===== src/rtl/round_sequencer.sv =====
// Game-round controller for the number ticker: runs the counter, sets divider speed,
// captures on stop, scores against a target and tracks hits/misses until win or loss.
//
// state  | meaning
// IDLE   | waiting for start after reset
// ARM    | clear counter, program speed for this round (1 cycle)
// RUN    | counter advances on ticks, waiting for stop
// CHECK  | score captured value against target (1 cycle)
// RESULT | counter frozen while the result is shown
// OVER   | game finished, win flag valid, waiting for start
module round_sequencer #(
  parameter int MAX_COUNT     = 100,
  parameter int ROUNDS        = 8,
  parameter int LIVES         = 3,
  parameter int TOLERANCE     = 2,
  parameter int RESULT_CYCLES = 25000000
) (
  input  logic       CLOCK_50,
  input  logic       reset,
  input  logic       start,
  input  logic       stop_btn,
  input  logic       tick,
  input  logic [6:0] target,
  output logic [2:0] speed_sel,
  output logic [6:0] current_number,
  output logic [6:0] captured,
  output logic       hit,
  output logic [3:0] round,
  output logic [1:0] lives,
  output logic       busy,
  output logic       done,
  output logic       win
);

  localparam int TW = (RESULT_CYCLES > 1) ? $clog2(RESULT_CYCLES) : 1;
  localparam logic [TW-1:0] TIMER_LOAD = TW'(RESULT_CYCLES - 1);
  localparam logic [6:0] MAX7   = 7'(MAX_COUNT);
  localparam logic [7:0] TOL8   = 8'(TOLERANCE);
  localparam logic [3:0] ROUND4 = 4'(ROUNDS);
  localparam logic [1:0] LIVES2 = 2'(LIVES);

  typedef enum logic [2:0] {
    S_IDLE,
    S_ARM,
    S_RUN,
    S_CHECK,
    S_RESULT,
    S_OVER
  } state_t;

  state_t          r_state;
  logic [2:0]      r_speed;
  logic [6:0]      r_number;
  logic [6:0]      r_captured;
  logic            r_hit;
  logic [3:0]      r_round;
  logic [1:0]      r_lives;
  logic            r_win;
  logic [TW-1:0]   r_timer;

  logic [6:0]      w_number_inc;
  logic [7:0]      w_diff;
  logic            w_hit;
  logic [3:0]      w_round_inc;
  logic [2:0]      w_speed_next;

  assign w_number_inc = (r_number == MAX7) ? 7'd0 : r_number + 7'd1;
  assign w_diff       = (r_captured >= target) ? {1'b0, r_captured - target}
                                               : {1'b0, target - r_captured};
  assign w_hit        = (w_diff <= TOL8);
  assign w_round_inc  = r_round + 4'd1;
  // Speed escalates one step per hit and saturates at the fastest rate from round 3 on.
  assign w_speed_next = (r_round >= 4'd3) ? 3'd4 : (r_round[2:0] + 3'd1);

  always_ff @(posedge CLOCK_50) begin
    if (reset) begin
      r_state    <= S_IDLE;
      r_speed    <= 3'd1;
      r_number   <= 7'd0;
      r_captured <= 7'd0;
      r_hit      <= 1'b0;
      r_round    <= 4'd0;
      r_lives    <= LIVES2;
      r_win      <= 1'b0;
      r_timer    <= '0;
    end else begin
      case (r_state)
        S_IDLE: begin
          if (start) begin
            r_round <= 4'd0;
            r_lives <= LIVES2;
            r_state <= S_ARM;
          end
        end
        S_ARM: begin
          r_number <= 7'd0;
          r_speed  <= w_speed_next;
          r_state  <= S_RUN;
        end
        S_RUN: begin
          // Stop wins over a coincident tick so the player gets the value they saw.
          if (stop_btn) begin
            r_captured <= r_number;
            r_state    <= S_CHECK;
          end else if (tick) begin
            r_number <= w_number_inc;
          end
        end
        S_CHECK: begin
          r_hit <= w_hit;
          if (w_hit) begin
            r_round <= w_round_inc;
            if (w_round_inc == ROUND4) begin
              r_win   <= 1'b1;
              r_state <= S_OVER;
            end else begin
              r_timer <= TIMER_LOAD;
              r_state <= S_RESULT;
            end
          end else begin
            r_lives <= r_lives - 2'd1;
            if (r_lives == 2'd1) begin
              r_win   <= 1'b0;
              r_state <= S_OVER;
            end else begin
              r_timer <= TIMER_LOAD;
              r_state <= S_RESULT;
            end
          end
        end
        S_RESULT: begin
          if (r_timer == '0) begin
            r_state <= S_ARM;
          end else begin
            r_timer <= r_timer - 1'b1;
          end
        end
        S_OVER: begin
          r_speed <= 3'd1;
          if (start) begin
            r_round <= 4'd0;
            r_lives <= LIVES2;
            r_hit   <= 1'b0;
            r_state <= S_ARM;
          end
        end
        default: r_state <= S_IDLE;
      endcase
    end
  end

  assign speed_sel      = r_speed;
  assign current_number = r_number;
  assign captured       = r_captured;
  assign hit            = r_hit;
  assign round          = r_round;
  assign lives          = r_lives;
  assign win            = r_win;
  assign busy           = (r_state == S_ARM) || (r_state == S_RUN) ||
                          (r_state == S_CHECK) || (r_state == S_RESULT);
  assign done           = (r_state == S_OVER);

endmodule


===== config.mk =====
export PLATFORM = sky130hd
export DESIGN_NAME = round_sequencer
export DESIGN_NICKNAME = d
export VERILOG_FILES = /design/src/rtl/round_sequencer.sv
export SDC_FILE = /design/constraint.sdc
export NUM_CORES = 1
export LEC_CHECK = 0
export BUFFER_PORTS_ARGS = -buffer_cell sky130_fd_sc_hd__buf_2
export CAP_MARGIN = 20
export CORE_AREA = 2 2 101 103
export CTS_CLUSTER_DIAMETER = 150
export DETAILED_ROUTE_END_ITERATION = 16
export DIE_AREA = 0 0 103 105
export GPL_ROUTABILITY_DRIVEN = 0
export PLACE_DENSITY = 0.57
export SLEW_MARGIN = 25
export SYNTH_ARGS = -nofsm -noshare
export SYNTH_HDL_FRONTEND = slang
export SYNTH_SLANG_ARGS = --single-unit

===== constraint.sdc =====
create_clock -name CLOCK_50 -period 4.7 [get_ports CLOCK_50]
set_clock_uncertainty 0.1 [all_clocks]
set_input_delay 0.705 -clock CLOCK_50 [delete_from_list [all_inputs] [get_ports CLOCK_50]]
set_output_delay 0.705 -clock CLOCK_50 [all_outputs]
set_load 0.1 [all_outputs]

==> impl_metrics.yaml <==
outcome:
  run_status: "finished, final reports clean"
global_route:
  gr-total-overflow: 0
  grt_pass1_wl_um: 13200
  grtUsageTotal_pct: 14.8
  grt_pass1_vias: 2798
  antenna_found_initial: 0
  largest_net_degree_at_the_start_of_global_routing: 42
layout:
  fin_nets: 478
  area_growth_syn_to_layout_pct: 9.75
  antenna-diode-count: 0
  multiInputGateArea_um2: 2170
  n_fill_cell: 1005
  seq_area_um2: 1060
  drive_gt1_share_pct: 14.1
floorplanning:
  die_h_um: 105
  placementRows: 36
  initial_core_util_pct: 35.7
  die_w_um: 103
  dieArea_um2: 10800
  fp.coreArea_um2: 9640
  io_pins: 39
clocking:
  ctsResizeCount: 0
  cts.sinks: 53
  cts_made_buffers: 5
  cts_hold_repair.buffers: 0
  cts_tree: "yes"
  htreeDepth: 2
  cts_post_setup_buffers_inserted: 0
  max-clock-path-buffers: 2
  clk_root_buffer_cell: "sky130_fd_sc_hd__clkbuf_8"
  clk_pin_slew_worst_paths_ns: 0.10
  clock_insertion_delay_worst_skew_ns: 0.31
worst_hold_path:
  tightest_hold_check_type: "reg2reg"
  min_delay_path_depth: 2
  min_from: "speed_sel[1]"
  holdPathEnd: "speed_sel[1]"
logic_synthesis:
  async_reset_ff_share_pct: 0
  netlist_cell_types: 61
  yosys.cell_count.top_type: "sky130_fd_sc_hd__dfxtp_1"
  ys_warn_count: 0
  synth.cell_area_um2: 3440
  ys_ff_latch: 53
  synthTopCellsByArea: "sky130_fd_sc_hd__dfxtp_1, sky130_fd_sc_hd__ha_1, sky130_fd_sc_hd__nor2_1"
  synth_largest_type_area_fraction_pct: 30.9
  seq_total_area_yosys_pct: 30.9
  synthDominantAreaCellType: "sky130_fd_sc_hd__dfxtp_1"
  synth-main-ff-cell: "sky130_fd_sc_hd__dfxtp_1"
  syn_area_per_cell_um2: 8.15
  synth_enable_flop_cells: 0
  synthTopCellsByCount: "sky130_fd_sc_hd__dfxtp_1, sky130_fd_sc_hd__nor2_1, sky130_fd_sc_hd__a21oi_1"
  post_synthesis_net_count: 455
  post_synth_inst_count: 422
power:
  p_comb_share_pct: 52.1
  p_int_mw: 0.953
  portion_of_total_power_attributed_to_the_clock_network_pct: 14.1
  power.share.switching_pct: 48.2
  power.static_leakage_nw: 1.61
  power_per_cell_area_nw_per_um2: 488
  design_power_total_mw: 1.84
  net-switching-power_mw: 0.888
  power.ir.vdd_worst_uv: 170
  sequentialPowerShare_pct: 33.8
worst_setup_path:
  setup.worst_path.start_class: "primary input"
  cp_data_required_time_ns: 4.75
  reg2reg_depth: 12
  critPathMaxFanout: 22
  critical_path.reg2reg.startpoint: "captured[0]"
  r2r_setup_slack_ns: 0.90
  critical_path.reg2reg.endpoint: "r_timer[7]"
  worstSetupPathType: "in2reg"
  timing.critical_path.arrival_ns: 3.88
  timing.critical_path.to_type: "flop"
drt:
  first_iter_violations: 161
  wirelength_um: 7860
  wl_per_cell_um: 13.6
  num_vias: 3045
  detail_route.drc_violations: 0
  detail_route.first_pass.iterations: 5
  drt-vias-per-instance: 5.26
  ant_nets: 0
place:
  detailed_place_hpwl_um: 5780
  port_buffers: 38
timing:
  slew_headroom_pct: 43.4
  timing.final.hold_violations: 0
  rsz0062_at_grt: "no"
  finalCriticalPeriod_ns: 3.83
  setup_tns_ns: 0
  setup_viol: 0
  worstMarginPinSlew_ns: 0.849
  slew_violations: 0
  final_clock_period_utilization_by_the_worst_path_pct: 81.6
  maximum_frequency_from_static_timing_analysis_mhz: 261
run:
  max_cap_viol_count: 0
-- through the flow --
step / hold slack [ns] / cell area [um^2] / util [%] / setup slack [ns] / cells
detailed placement: 0.349 / 3690 / 38.3 / 0.569 / 571
CTS: 0.364 / 3770 / 39.1 / 0.895 / 579
finish: 0.362 / 3770 / 39.1 / 0.866 / 579
global placement: 0.344 / 3690 / 38.3 / 0.638 / 571
global route: 0.380 / 3770 / 39.1 / 0.670 / 579
floorplan: 0.343 / 3440 / - / 0.811 / 422
-- routing by layer --
metal | routed length, um | vias to the layer above | GRT usage (%) | part of all wire [%]
li1 | - | 1577 | - | -
met1 | 3870 | 1423 | 20.1 | 49
met2 | 3690 | 39 | 24.5 | 47
met3 | 226 | 6 | 2.68 | 2.9
met4 | 64 | 0 | 2.82 | 0.81
met5 | 0 | - | 0 | 0
-- area by class of cell --
class                      instances  area share [%]
clock buffer                       6            1.92
clock inverter                     2           0.365
inverter                          27            2.69
multi-input combinational        320            57.5
sequential                        53            28.1
tap                              133            4.41
timing repair buffer              38            5.04
-- how the worst max path moves through the flow --
stage                     slack [ns]        start          end
after floorplan                 0.81  captured[4]  r_timer[22]
after global placement          0.64    target[4]   r_timer[8]
after detailed placement        0.57    target[4]   r_timer[6]
after CTS                       0.90    target[4]   r_timer[7]
after global routing            0.67    target[4]   r_timer[1]
final                           0.87    target[0]   r_timer[7]
-- sequential cells by signal, indices dropped and copies added, names as in the netlist, 2 cells and up --
name            cells
r_timer            25
captured            7
current_number      7
round               4
r_state             3
speed_sel           3
lives               2
-- power by group through the flow --
stage | clock network, mW | registers [mW] | logic (mW)
final | 0.260 | 0.621 | 0.959
after detailed placement | 0 | 0.630 | 0.954
after floorplan | 0 | 0.653 | 0.749
after CTS | 0.273 | 0.619 | 0.961
after global placement | 0 | 0.627 | 0.939
after global routing | 0.291 | 0.638 | 1.08
-- critical path: stages --
cell and delay (ns):
sky130_fd_sc_hd__buf_2 0.09, sky130_fd_sc_hd__ha_1 0.19, sky130_fd_sc_hd__inv_1 0.06, sky130_fd_sc_hd__fa_1 0.39, sky130_fd_sc_hd__a211o_1 0.31, sky130_fd_sc_hd__a2111oi_0 0.45, sky130_fd_sc_hd__nor3b_1 0.13, sky130_fd_sc_hd__o2111a_1 0.15
sky130_fd_sc_hd__nor2_1 0.26, sky130_fd_sc_hd__o41a_1 0.25, sky130_fd_sc_hd__a21o_1 0.69, sky130_fd_sc_hd__a311oi_2 0.20
-- placed cells by master (no fill, tap or decap), types with 3 or more instances in the layout --
cell,instances
sky130_fd_sc_hd__xor2_1,7
sky130_fd_sc_hd__o211a_1,6
sky130_fd_sc_hd__a21o_1,4
sky130_fd_sc_hd__and2_1,6
sky130_fd_sc_hd__nor2_1,43
sky130_fd_sc_hd__nand2b_1,5
sky130_fd_sc_hd__xnor2_1,10
sky130_fd_sc_hd__o21ai_0,9
sky130_fd_sc_hd__a211oi_1,3
sky130_fd_sc_hd__nor3b_1,6
sky130_fd_sc_hd__o22ai_1,3
sky130_fd_sc_hd__o21a_1,13
sky130_fd_sc_hd__buf_2,38
sky130_fd_sc_hd__a31oi_1,8
sky130_fd_sc_hd__a211o_1,3
sky130_fd_sc_hd__a21oi_1,30
sky130_fd_sc_hd__mux2i_1,4
sky130_fd_sc_hd__nand3_1,14
sky130_fd_sc_hd__nor3_1,21
sky130_fd_sc_hd__nand3b_1,4
sky130_fd_sc_hd__or3b_2,3
sky130_fd_sc_hd__or3_1,10
sky130_fd_sc_hd__o2111a_1,3
sky130_fd_sc_hd__nand4_1,3
sky130_fd_sc_hd__ha_1,19
sky130_fd_sc_hd__clkbuf_8,5
sky130_fd_sc_hd__a311oi_2,3
sky130_fd_sc_hd__o31ai_1,5
sky130_fd_sc_hd__dfxtp_1,53
sky130_fd_sc_hd__nor2b_1,4
sky130_fd_sc_hd__a311oi_1,6
sky130_fd_sc_hd__inv_1,27
sky130_fd_sc_hd__or2_2,4
sky130_fd_sc_hd__nand2_1,29
sky130_fd_sc_hd__nor4_1,3
-- logic make-up (layout without fill, tap and decap cells) --
family,Yosys count,in the layout,synth area share [%]
xor+xnor,17,17,4.33
fa+ha+maj,21,21,8.08
mux,6,6,1.82
flops,53,53,30.9
buf+inv,49,73,6.08
simple gates,163,163,24.5
compound gates,113,113,24.4
Power figures use the tool's default switching activity.
